<file path="src/rtl/reco_pkg.sv">
// Shared definitions for the reco scheduler: reset values, widths and the
// reco transfer function out = data*rate - bias.
// Optional feature macro: RECO_SAT_EN (saturating arithmetic instead of wrap).
package reco_pkg;

    localparam int RECO_DW       = 32;
    localparam int RECO_RW       = 16;
    localparam int CNT_W         = 16;
    localparam logic [RECO_RW-1:0] RECO_RATE_RST = 16'd1;
    localparam logic [RECO_RW-1:0] RECO_BIAS_RST = 16'd0;

    function automatic logic [RECO_DW-1:0] reco_f(
        input logic [RECO_DW-1:0] data,
        input logic [RECO_RW-1:0] rate,
        input logic [RECO_RW-1:0] bias
    );
`ifdef RECO_SAT_EN
        logic [RECO_DW+RECO_RW-1:0] prod;
        logic [RECO_DW+RECO_RW-1:0] bias_ext;
        logic [RECO_DW+RECO_RW-1:0] diff;
        logic [RECO_DW-1:0]         res;
        prod     = {{RECO_RW{1'b0}}, data} * {{RECO_DW{1'b0}}, rate};
        bias_ext = {{RECO_DW{1'b0}}, bias};
        diff     = prod - bias_ext;
        if (prod < bias_ext) begin
            res = {RECO_DW{1'b0}};
        end else if (diff[RECO_DW+RECO_RW-1:RECO_DW] != {RECO_RW{1'b0}}) begin
            res = {RECO_DW{1'b1}};
        end else begin
            res = diff[RECO_DW-1:0];
        end
        return res;
`else
        // Only the low product bits survive, so the multiply is truncated up front.
        logic [RECO_DW-1:0] prod_lo;
        prod_lo = RECO_DW'({{RECO_RW{1'b0}}, data} * {{RECO_DW{1'b0}}, rate});
        return prod_lo - {{(RECO_DW-RECO_RW){1'b0}}, bias};
`endif
    endfunction

endpackage

</file>
<file path="src/rtl/reco_sched_if.sv">
// Lane request bus and result output bus of the reco scheduler.
// slave = scheduler side, master = lanes/downstream side.
interface reco_sched_if #(
    parameter int NUM_LANE = 4,
    parameter int DW       = 32,
    parameter int LANE_W   = 2,
    parameter int CNT_W    = 16
) ();
    logic [NUM_LANE-1:0]    lane_valid;
    logic [NUM_LANE*DW-1:0] lane_data;
    logic [NUM_LANE-1:0]    lane_ready;
    logic                   out_valid;
    logic                   out_ready;
    logic [DW-1:0]          out_data;
    logic [LANE_W-1:0]      out_lane;
    logic [CNT_W-1:0]       out_cnt;

    modport slave (
        input  lane_valid, lane_data, out_ready,
        output lane_ready, out_valid, out_data, out_lane, out_cnt
    );

    modport master (
        output lane_valid, lane_data, out_ready,
        input  lane_ready, out_valid, out_data, out_lane, out_cnt
    );
endinterface

</file>
<file path="src/rtl/reco_sched_rr_arbiter.sv">
// Combinational round-robin arbiter: picks the first requester at or after
// ptr, wrapping around. Returns a one-hot grant and its encoded index.
module rr_arbiter #(
    parameter int NUM_LANE = 4,
    parameter int LANE_W   = 2
) (
    input  logic [NUM_LANE-1:0] req,
    input  logic [LANE_W-1:0]   ptr,
    output logic [NUM_LANE-1:0] grant,
    output logic [LANE_W-1:0]   idx
);

    // Scan lanes starting at ptr; the first requester found wins.
    always_comb begin
        logic found_s;
        int   j;
        grant   = {NUM_LANE{1'b0}};
        idx     = {LANE_W{1'b0}};
        found_s = 1'b0;
        for (int i = 0; i < NUM_LANE; i++) begin
            j = int'(ptr) + i;
            if (j >= NUM_LANE) begin
                j = j - NUM_LANE;
            end else begin
                j = j;
            end
            if (!found_s && req[j]) begin
                found_s  = 1'b1;
                grant[j] = 1'b1;
                idx      = LANE_W'(j);
            end else begin
                found_s = found_s;
            end
        end
    end

endmodule

</file>
<file path="src/rtl/reco_sched.sv">
// reco_sched: shares one reco datapath between NUM_LANE lanes with
// round-robin grant, per-lane rate/bias config and a valid/ready result stage.
// Optional feature macro: RECO_SAT_EN (see reco_pkg::reco_f).
module reco_sched
    import reco_pkg::*;
#(
    parameter int bitwidth      = RECO_DW,
    parameter int inputBitwidth = RECO_RW,
    parameter int NUM_LANE      = 4,
    parameter int LANE_W        = 2
) (
    input  logic                     clk,
    input  logic                     rst_n,
    input  logic                     enable,
    input  logic                     cfg_we,
    input  logic [LANE_W-1:0]        cfg_lane,
    input  logic [inputBitwidth-1:0] cfg_rate,
    input  logic [inputBitwidth-1:0] cfg_bias,
    reco_sched_if.slave              bus
);

    logic [inputBitwidth-1:0] rate_r [NUM_LANE];
    logic [inputBitwidth-1:0] bias_r [NUM_LANE];
    logic [LANE_W-1:0]        ptr_r;
    logic                     out_valid_r;
    logic [bitwidth-1:0]      out_data_r;
    logic [LANE_W-1:0]        out_lane_r;
    logic [CNT_W-1:0]         out_cnt_r;

    logic [NUM_LANE-1:0]      grant_s;
    logic [LANE_W-1:0]        gidx_s;
    logic                     accept_s;
    logic                     any_s;
    logic [bitwidth-1:0]      sel_data_s;
    logic [bitwidth-1:0]      result_s;

    rr_arbiter #(
        .NUM_LANE (NUM_LANE),
        .LANE_W   (LANE_W)
    ) u_arb (
        .req   (bus.lane_valid),
        .ptr   (ptr_r),
        .grant (grant_s),
        .idx   (gidx_s)
    );

    // Accept decision, lane handshake and the shared datapath for the granted lane.
    always_comb begin
        accept_s       = enable & (~out_valid_r | bus.out_ready);
        any_s          = |grant_s;
        bus.lane_ready = grant_s & {NUM_LANE{accept_s & rst_n}};
        sel_data_s     = bus.lane_data[int'(gidx_s)*bitwidth +: bitwidth];
        result_s       = reco_f(sel_data_s, rate_r[gidx_s], bias_r[gidx_s]);
    end

    // Per-lane config registers; a write is visible from the next cycle on.
    always_ff @(posedge clk or negedge rst_n) begin
        if (!rst_n) begin
            for (int i = 0; i < NUM_LANE; i++) begin
                rate_r[i] <= RECO_RATE_RST;
                bias_r[i] <= RECO_BIAS_RST;
            end
        end else if (cfg_we) begin
            rate_r[cfg_lane] <= cfg_rate;
            bias_r[cfg_lane] <= cfg_bias;
        end
    end

    // Result register and round-robin pointer; output holds while stalled.
    always_ff @(posedge clk or negedge rst_n) begin
        if (!rst_n) begin
            out_valid_r <= 1'b0;
            out_data_r  <= {bitwidth{1'b0}};
            out_lane_r  <= {LANE_W{1'b0}};
            ptr_r       <= {LANE_W{1'b0}};
        end else if (accept_s && any_s) begin
            out_valid_r <= 1'b1;
            out_data_r  <= result_s;
            out_lane_r  <= gidx_s;
            ptr_r       <= (gidx_s == LANE_W'(NUM_LANE-1)) ? {LANE_W{1'b0}} : gidx_s + LANE_W'(1);
        end else if (out_valid_r && bus.out_ready) begin
            out_valid_r <= 1'b0;
        end
    end

    // Count results taken by the downstream stage; wraps naturally.
    always_ff @(posedge clk or negedge rst_n) begin
        if (!rst_n) begin
            out_cnt_r <= {CNT_W{1'b0}};
        end else if (out_valid_r && bus.out_ready) begin
            out_cnt_r <= out_cnt_r + CNT_W'(1);
        end
    end

    assign bus.out_valid = out_valid_r;
    assign bus.out_data  = out_data_r;
    assign bus.out_lane  = out_lane_r;
    assign bus.out_cnt   = out_cnt_r;

endmodule

</file>
<file path="src/flat_wrapper.sv">
// flat-port wrapper written by rule: the top's interface ports become plain ports
module reco_sched_flat import reco_pkg::*;
#(
    parameter int bitwidth      = RECO_DW,
    parameter int inputBitwidth = RECO_RW,
    parameter int NUM_LANE      = 4,
    parameter int LANE_W        = 2
)
  (clk, rst_n, enable, cfg_we, cfg_lane, cfg_rate, cfg_bias, bus_lane_valid, bus_lane_data, bus_out_ready, bus_lane_ready, bus_out_valid, bus_out_data, bus_out_lane, bus_out_cnt);
  reco_sched_if #(.NUM_LANE(NUM_LANE), .DW(32), .LANE_W(LANE_W), .CNT_W(16)) bus_i ();
  input  logic clk;
  input  logic rst_n;
  input  logic enable;
  input  logic cfg_we;
  input  logic [LANE_W-1:0] cfg_lane;
  input  logic [inputBitwidth-1:0] cfg_rate;
  input  logic [inputBitwidth-1:0] cfg_bias;
  input wire logic [$bits(bus_i.lane_valid)-1:0] bus_lane_valid;
  input wire logic [$bits(bus_i.lane_data)-1:0] bus_lane_data;
  input wire logic [$bits(bus_i.out_ready)-1:0] bus_out_ready;
  output wire logic [$bits(bus_i.lane_ready)-1:0] bus_lane_ready;
  output wire logic [$bits(bus_i.out_valid)-1:0] bus_out_valid;
  output wire logic [$bits(bus_i.out_data)-1:0] bus_out_data;
  output wire logic [$bits(bus_i.out_lane)-1:0] bus_out_lane;
  output wire logic [$bits(bus_i.out_cnt)-1:0] bus_out_cnt;
  assign bus_i.lane_valid = bus_lane_valid;
  assign bus_i.lane_data = bus_lane_data;
  assign bus_i.out_ready = bus_out_ready;
  assign bus_lane_ready = bus_i.lane_ready;
  assign bus_out_valid = bus_i.out_valid;
  assign bus_out_data = bus_i.out_data;
  assign bus_out_lane = bus_i.out_lane;
  assign bus_out_cnt = bus_i.out_cnt;
  reco_sched #(.bitwidth(bitwidth), .inputBitwidth(inputBitwidth), .NUM_LANE(NUM_LANE), .LANE_W(LANE_W)) u_core (.clk(clk), .rst_n(rst_n), .enable(enable), .cfg_we(cfg_we), .cfg_lane(cfg_lane), .cfg_rate(cfg_rate), .cfg_bias(cfg_bias), .bus(bus_i));
endmodule
</file>
<file path="config.mk">
export PLATFORM = sky130hd
export DESIGN_NAME = reco_sched_flat
export DESIGN_NICKNAME = d
export VERILOG_FILES = /design/src/rtl/reco_pkg.sv /design/src/rtl/reco_sched_if.sv /design/src/rtl/reco_sched_rr_arbiter.sv /design/src/rtl/reco_sched.sv /design/src/flat_wrapper.sv
export SDC_FILE = /design/constraint.sdc
export NUM_CORES = 1
export LEC_CHECK = 0
export ABC_AREA = 1
export CAP_MARGIN = 20
export CORE_MARGIN = 2
export CORE_UTILIZATION = 54
export CTS_BUF_LIST = sky130_fd_sc_hd__clkbuf_4 sky130_fd_sc_hd__clkbuf_8
export DETAILED_ROUTE_END_ITERATION = 8
export PLACE_DENSITY = 0.84
export SLEW_MARGIN = 10
export SYNTH_ARGS = -nofsm -noshare
export SYNTH_HDL_FRONTEND = slang
export SYNTH_SLANG_ARGS = --single-unit
</file>
<file path="constraint.sdc">
create_clock -name clk -period 7.7 [get_ports clk]
set_input_delay 1.54 -clock clk [delete_from_list [all_inputs] [get_ports clk]]
set_output_delay 1.54 -clock clk [all_outputs]
set_load 0.01 [all_outputs]
</file>
==> flow_summary.ini, run 1 <==
[status]
status = finished with violations
violations = negative setup slack

[timing]
tightest_slew_ns = 0.724
fin_crit_sh = 1.06
max_clock_freq_ghz = 0.122
relSlewSlack = 0.517
clock_skew_ns = 0.0260
finalMaxSlewViolations = 0
hold_violations = 0
fin_ws_ns = -0.498
setup_viol = 15
layout_min_cycle_time_ns = 8.20
rsz0062_at_grt = true

[worst_setup_path]
critPathCaptureType = flop
startpoint_type = primary input
crit_top_cell = fa_1
crit_cells = 38
crit_type = in -> reg
crit_slowest_cell = fa_1
worstPathMaxFanout = 8
path_buf_inv = 13
worstPathRequired_ns = 8.13
path_delay_family = adder cells
worstPathArrival_ns = 8.63
r2r_cells = 36
critical-path-max-stage-delay_ns = 0.53

[cells_and_area]
nets = 3921
drive_above_1_share = 0.239
area_delta_synth_final_pct = 37.5
fin_area_um2 = 30000

[clock_network]
cts.sinks = 181
path_clk_slew_ns = 0.13
cts_made_buffers = 17
clk-insertion-delay-late_ns = 0.53
htree_levels = 4
root_buffer = clkbuf_8
cts_tree = done
clk_path_buf_depth = 2

[job]
maxCapViolCount = 0

[global_routing]
first_global_vias = 22613
use_met2 = 0.614
grt_max_degree = 78
grtUsageMet1 = 0.443
met3_usage = 0.0714
antenna_found_initial = 4
grt_pass1_wl_um = 116000
gr-max-usage-layer = met2
grt.total_usage = 0.358
grt-ovfl-total = 0

[detailed_routing]
firstDrtPassIters = 8
drt-total-wl_um = 75800
dr.first_iter.drc_count = 2122
routed_via_density = 5.56
ant_nets = 0
num_vias = 21554
drc = 0
wl_per_cell_um = 19.5

[synthesis]
ys_ff_latch = 181
async_reset_ff_frac = 1.00
ys_warn_count = 0
synth-edff-count = 0
synth_nets = 3366
yosysTopAreaCellShare = 0.293
syn_inst = 2782
synth_area_um2 = 21800
synthTopCellsByArea = fa_1 (29%), dfrtp_1 (20%), nand2_1 (12%)
ys.flop_type = dfrtp_1
yosysUniqueCellTypes = 57
ys_seq_area_frac = 0.208
syn_area_per_cell_um2 = 7.85
synth_top_area_cell = fa_1

[die]
die-height_um = 205
start_util = 0.548
ios = 226
dieArea_um2 = 42000
die_w_um = 205
num_rows = 73
core_area_um2 = 39800

[placement]
io_buffers = 225
place_area_um2 = 27600
gp_congestion = 0.958
hpwl_um = 54400
pre_cts_ws_ns = -1.45

[worst_hold_path]
holdPathStages = 2
hold_path.class = reg -> reg
[through the flow]
stage | TNS [ns] | utilization | hold WS [ns] | cells
3_5_place_dp | -22.30 | 0.692 | 0.465 | 3721
4_1_cts | -1.29 | 0.731 | 0.492 | 3834
5_1_grt | -7.16 | 0.753 | 0.513 | 3877
6_report | -3.92 | 0.753 | 0.492 | 3878
2_1_floorplan | -2.14 | - | 0.444 | 2782
3_3_place_gp | -19.53 | 0.692 | 0.457 | 3721
[final cells by class]
type / count / area [um^2]
Multi-Input combinational cell: 1892 / 15800
Fill cell: 2636 / 9820
Timing Repair Buffer: 654 / 6300
Sequential cell: 181 / 4530
Inverter: 591 / 2300
Tap cell: 525 / 657
Clock buffer: 17 / 234
Clock inverter: 15 / 196
Antenna cell: 3 / 7.51
[what timing repair did]
action	4_1_cts	5_1_grt
gates cloned	5	4
hold buffers	0	0
buffers inserted	77	43
pin swaps	97	121
resized for setup	135	159
setup endpoints to repair	19	22
[cells in the mapped netlist, types with 14 or more instances]
library cell,n
xnor2_1,23
xor2_1,24
nand3_1,91
clkbuf_1,73
nand3b_1,30
o211ai_1,14
nand2_1,722
inv_2,16
a21oi_1,32
ha_1,94
fa_1,319
or2_2,29
o21ai_0,191
nor2_1,223
buf_2,28
dfrtp_1,177
inv_1,571
[worst register-to-register path: cells and delay by family (launching register included)]
| kind | cells | cell delay (ns) |
|---|---|---|
| AOI/OAI and AO/OA | 11 | 1.72 |
| xor gates and xnor gates | 1 | 0.18 |
| adders and majority gates | 8 | 3.65 |
| buffers and inverters | 11 | 1.15 |
| DFF | 1 | 0.45 |
| and+or+nand+nor | 5 | 0.61 |
[registers in the layout (all words and copies together) (netlist names)]
name and count:
u_core.bus.out_valid 1, u_core.bus.out_data 32, u_core.rate_r 64, u_core.bus.out_cnt 16, u_core.bias_r 64, u_core.ptr_r 2, u_core.bus.out_lane 2
[routing by layer]
| metal | vias to the layer above | part of all wire |
|---|---|---|
| met5 | - | 0.00020 |
| met1 | 10522 | 0.37 |
| li1 | 9447 | - |
| met3 | 293 | 0.099 |
| met4 | 2 | 0.051 |
| met2 | 1290 | 0.48 |
[path summary, 6_finish.rpt]
kind | startpoint | endpoint | slack [ns]
hold reg to reg | u_core.bus.out_data[10]$_DFFE_PN0P_ | u_core.bus.out_data[10]$_DFFE_PN0P_ | 0.49
max in group asynchronous | rst_n | u_core.rate_r[46]$_DFFE_PN0P_ | 5.44
setup / recovery | bus_lane_valid[2] | u_core.bus.out_data[28]$_DFFE_PN0P_ | -0.50
hold / removal | u_core.bus.out_data[10]$_DFFE_PN0P_ | u_core.bus.out_data[10]$_DFFE_PN0P_ | 0.49
setup reg to reg | u_core.ptr_r[0]$_DFFE_PN0P_ | u_core.bus.out_data[28]$_DFFE_PN0P_ | -0.13
min in group asynchronous | rst_n | u_core.ptr_r[1]$_DFFE_PN0P_ | 1.04
[kinds of logic (layout without fill, tap and decap cells)]
logic type,Yosys count,count (layout),share of synthesized area
flops,181,181,0.208
simple gates,1130,1131,0.216
compound gates,300,300,0.0831
xor+xnor,47,47,0.0189
fa+ha+maj,413,413,0.346
other cells,0,3,0
buf+inv,710,1277,0.128
mux,1,1,0.000516
[cells in the final DEF, fill, tap and decap left out, types with 19 or more instances in the layout]
cell	synthesis	final
buf_12	0	39
buf_4	8	329
buf_6	7	48
clkdlybuf4s50_1	0	220
dfrtp_1	177	177
fa_1	319	301
ha_1	94	66
ha_4	0	26
inv_1	571	512
inv_2	16	59
nand2_1	722	663
nand2_2	10	55
nand3_1	91	81
nand3b_1	30	30
nor2_1	223	201
nor2_2	2	19
o21ai_0	191	166
o21ai_1	5	21
xnor2_1	23	19
xor2_1	24	24
Power of run 1 is left out: the tool's default activity adds up to more than one toggle a clock period on the data nets, which glitch-free logic cannot reach.
==> run 2, diff against run 1 <==
- ABC_CLOCK_PERIOD_IN_PS: not set -> 7700
- PLACE_DENSITY: 0.84 -> 0.79
- SLEW_MARGIN: 10 -> not set
==> run 2 against run 1 <==
  * The flow still finishes with violations (negative setup slack)
  * Critical path depth rose by 3
  * Sequential share of layout area up 0.29 points
  * Final area shrank 1.9%
  * Die area did not move
  * First-iteration DRC count is 11% lower
  * Cell count shrank 1.5%
  * Worst hold slack lost 0.0049 ns
  * Critical endpoint is now u_core.bus.out_data[29]$_DFFE_PN0P_
  * Largest cell class unchanged
==> flow_summary.ini, run 2 (same netlist as run 1, synthesis figures left out) <==
[detailed_routing]
dr.first_iter.drc_count = 1888
wl_per_cell_um = 18.5
routed_via_density = 5.42
drt-total-wl_um = 70500
num_vias = 20721
ant_nets = 0
firstDrtPassIters = 6
drc = 0

[cells_and_area]
area_delta_synth_final_pct = 34.9
nets = 3867
drive_above_1_share = 0.221
final_cell_count_no_fill = 3821
fin_util = 0.739
fin_area_um2 = 29400
diodes = 0
final_cell_mix = nand2_1 (666), inv_1 (529), fa_1 (310), buf_4 (287), clkdlybuf4s50_1 (220)
mostFrequentLayoutCell = nand2_1
fill_cells = 2924

[timing]
rsz0062_at_grt = true
max_clock_freq_ghz = 0.124
hold_violations = 0
finalMaxSlewViolations = 0
fin_crit_sh = 1.05
setup_viol = 12
tightest_slew_ns = 1.09
relSlewSlack = 0.271
clock_skew_ns = 0.0237
fin_ws_ns = -0.351
hold_slack_ns = 0.487
layout_min_cycle_time_ns = 8.05

[clock_network]
cts_made_buffers = 17
htree_levels = 4
cts_hold_buf = 0
root_buffer = clkbuf_8
path_clk_slew_ns = 0.11
cts_tree = done
clk-insertion-delay-late_ns = 0.52
clk_path_buf_depth = 2
cts.sinks = 181

[die]
dieArea_um2 = 42000
ios = 226
start_util = 0.548
core_area_um2 = 39800
num_rows = 73
die_w_um = 205
die-height_um = 205

[global_routing]
antenna_found_initial = 0
met3_usage = 0.0603
grt.total_usage = 0.339
grt_max_degree = 111
gr-max-usage-layer = met2
first_global_vias = 21313
use_met2 = 0.560
grtUsageMet1 = 0.447
grt_pass1_wl_um = 110000
grt-ovfl-total = 0

[placement]
place_area_um2 = 27400
gp_congestion = 0.948
placed_cells = 3706
hpwl_um = 53000
io_buffers = 225

[job]
maxCapViolCount = 0

[worst_setup_path]
worstPathMaxFanout = 8
crit_slowest_cell = fa_1
crit_type = in -> reg
path_buf_inv = 14
worstPathArrival_ns = 8.47
critical-path-max-stage-delay_ns = 0.56
path_delay_family = adder cells
crit_top_cell = fa_1
critPathCaptureType = flop
worstPathRequired_ns = 8.12
startpoint_type = primary input
rr_startpoint = u_core.ptr_r[0]$_DFFE_PN0P_
crit_start = bus_lane_valid[2]

[worst_hold_path]
hold_path.class = reg -> reg
min_from = u_core.bus.out_cnt[15]$_DFFE_PN0P_

[status]
violations = negative setup slack
status = finished with violations
==> run 2: cell types whose count changed in the layout (fill, tap and decap cells not counted), moves of 7 or more <==
cell / previous run / this run
buf_4: 329 / 287
inv_2: 59 / 39
inv_1: 512 / 529
nor2_1: 201 / 191
fa_1: 301 / 310
fa_2: 18 / 9
nor2_2: 19 / 27
buf_8: 9 / 2
==> run 2: worst paths after layout <==
path / to / slack (ns) / depth (start not counted)
min in group asynchronous: u_core.bus.out_lane[0]$_DFFE_PN0P_ / 1.10 / 1
worst min-delay path: u_core.bus.out_cnt[15]$_DFFE_PN0P_ / 0.49 / 1
worst min register to register: u_core.bus.out_cnt[15]$_DFFE_PN0P_ / 0.49 / 1
worst max register to register: u_core.bus.out_data[29]$_DFFE_PN0P_ / 0.02 / 39
max in group asynchronous: u_core.bus.out_data[24]$_DFFE_PN0P_ / 4.89 / 2
worst max-delay path: u_core.bus.out_data[29]$_DFFE_PN0P_ / -0.35 / 41
==> run 2: layout make-up <==
| cell class | count | area [um^2] | area share |
|---|---|---|---|
| Inverter | 591 | 2320 | 0.0789 |
| Timing Repair Buffer | 601 | 5810 | 0.197 |
| Multi-Input combinational cell | 1891 | 15700 | 0.533 |
| Tap cell | 525 | 657 | 0.0223 |
| Clock inverter | 13 | 166 | 0.00565 |
| Clock buffer | 19 | 249 | 0.00846 |
| Sequential cell | 181 | 4530 | 0.154 |
==> run 2: layer usage <==
metal | up-vias | routed length, um | part of all wire
met4 | 0 | 2760 | 0.039
li1 | 9339 | - | -
met3 | 208 | 5810 | 0.082
met1 | 10152 | 27900 | 0.40
met5 | - | 0 | 0
met2 | 1022 | 34000 | 0.48
==> run 2: repair_timing <==
item	4_1_cts	5_1_grt
cloned	4	2
pin swaps	75	81
resized for setup	132	123
buffers inserted	52	27
setup endpoints to repair	18	16
==> run 2: through the flow <==
step                setup TNS (ns)  setup WS [ns]
floorplan                    -2.14         -0.480
global placement            -17.55          -1.27
global route                 -5.00         -0.551
finish                       -2.08         -0.351
CTS                         -0.552         -0.139
detailed placement          -21.03          -1.46
Power of run 2 is left out for the same reason.
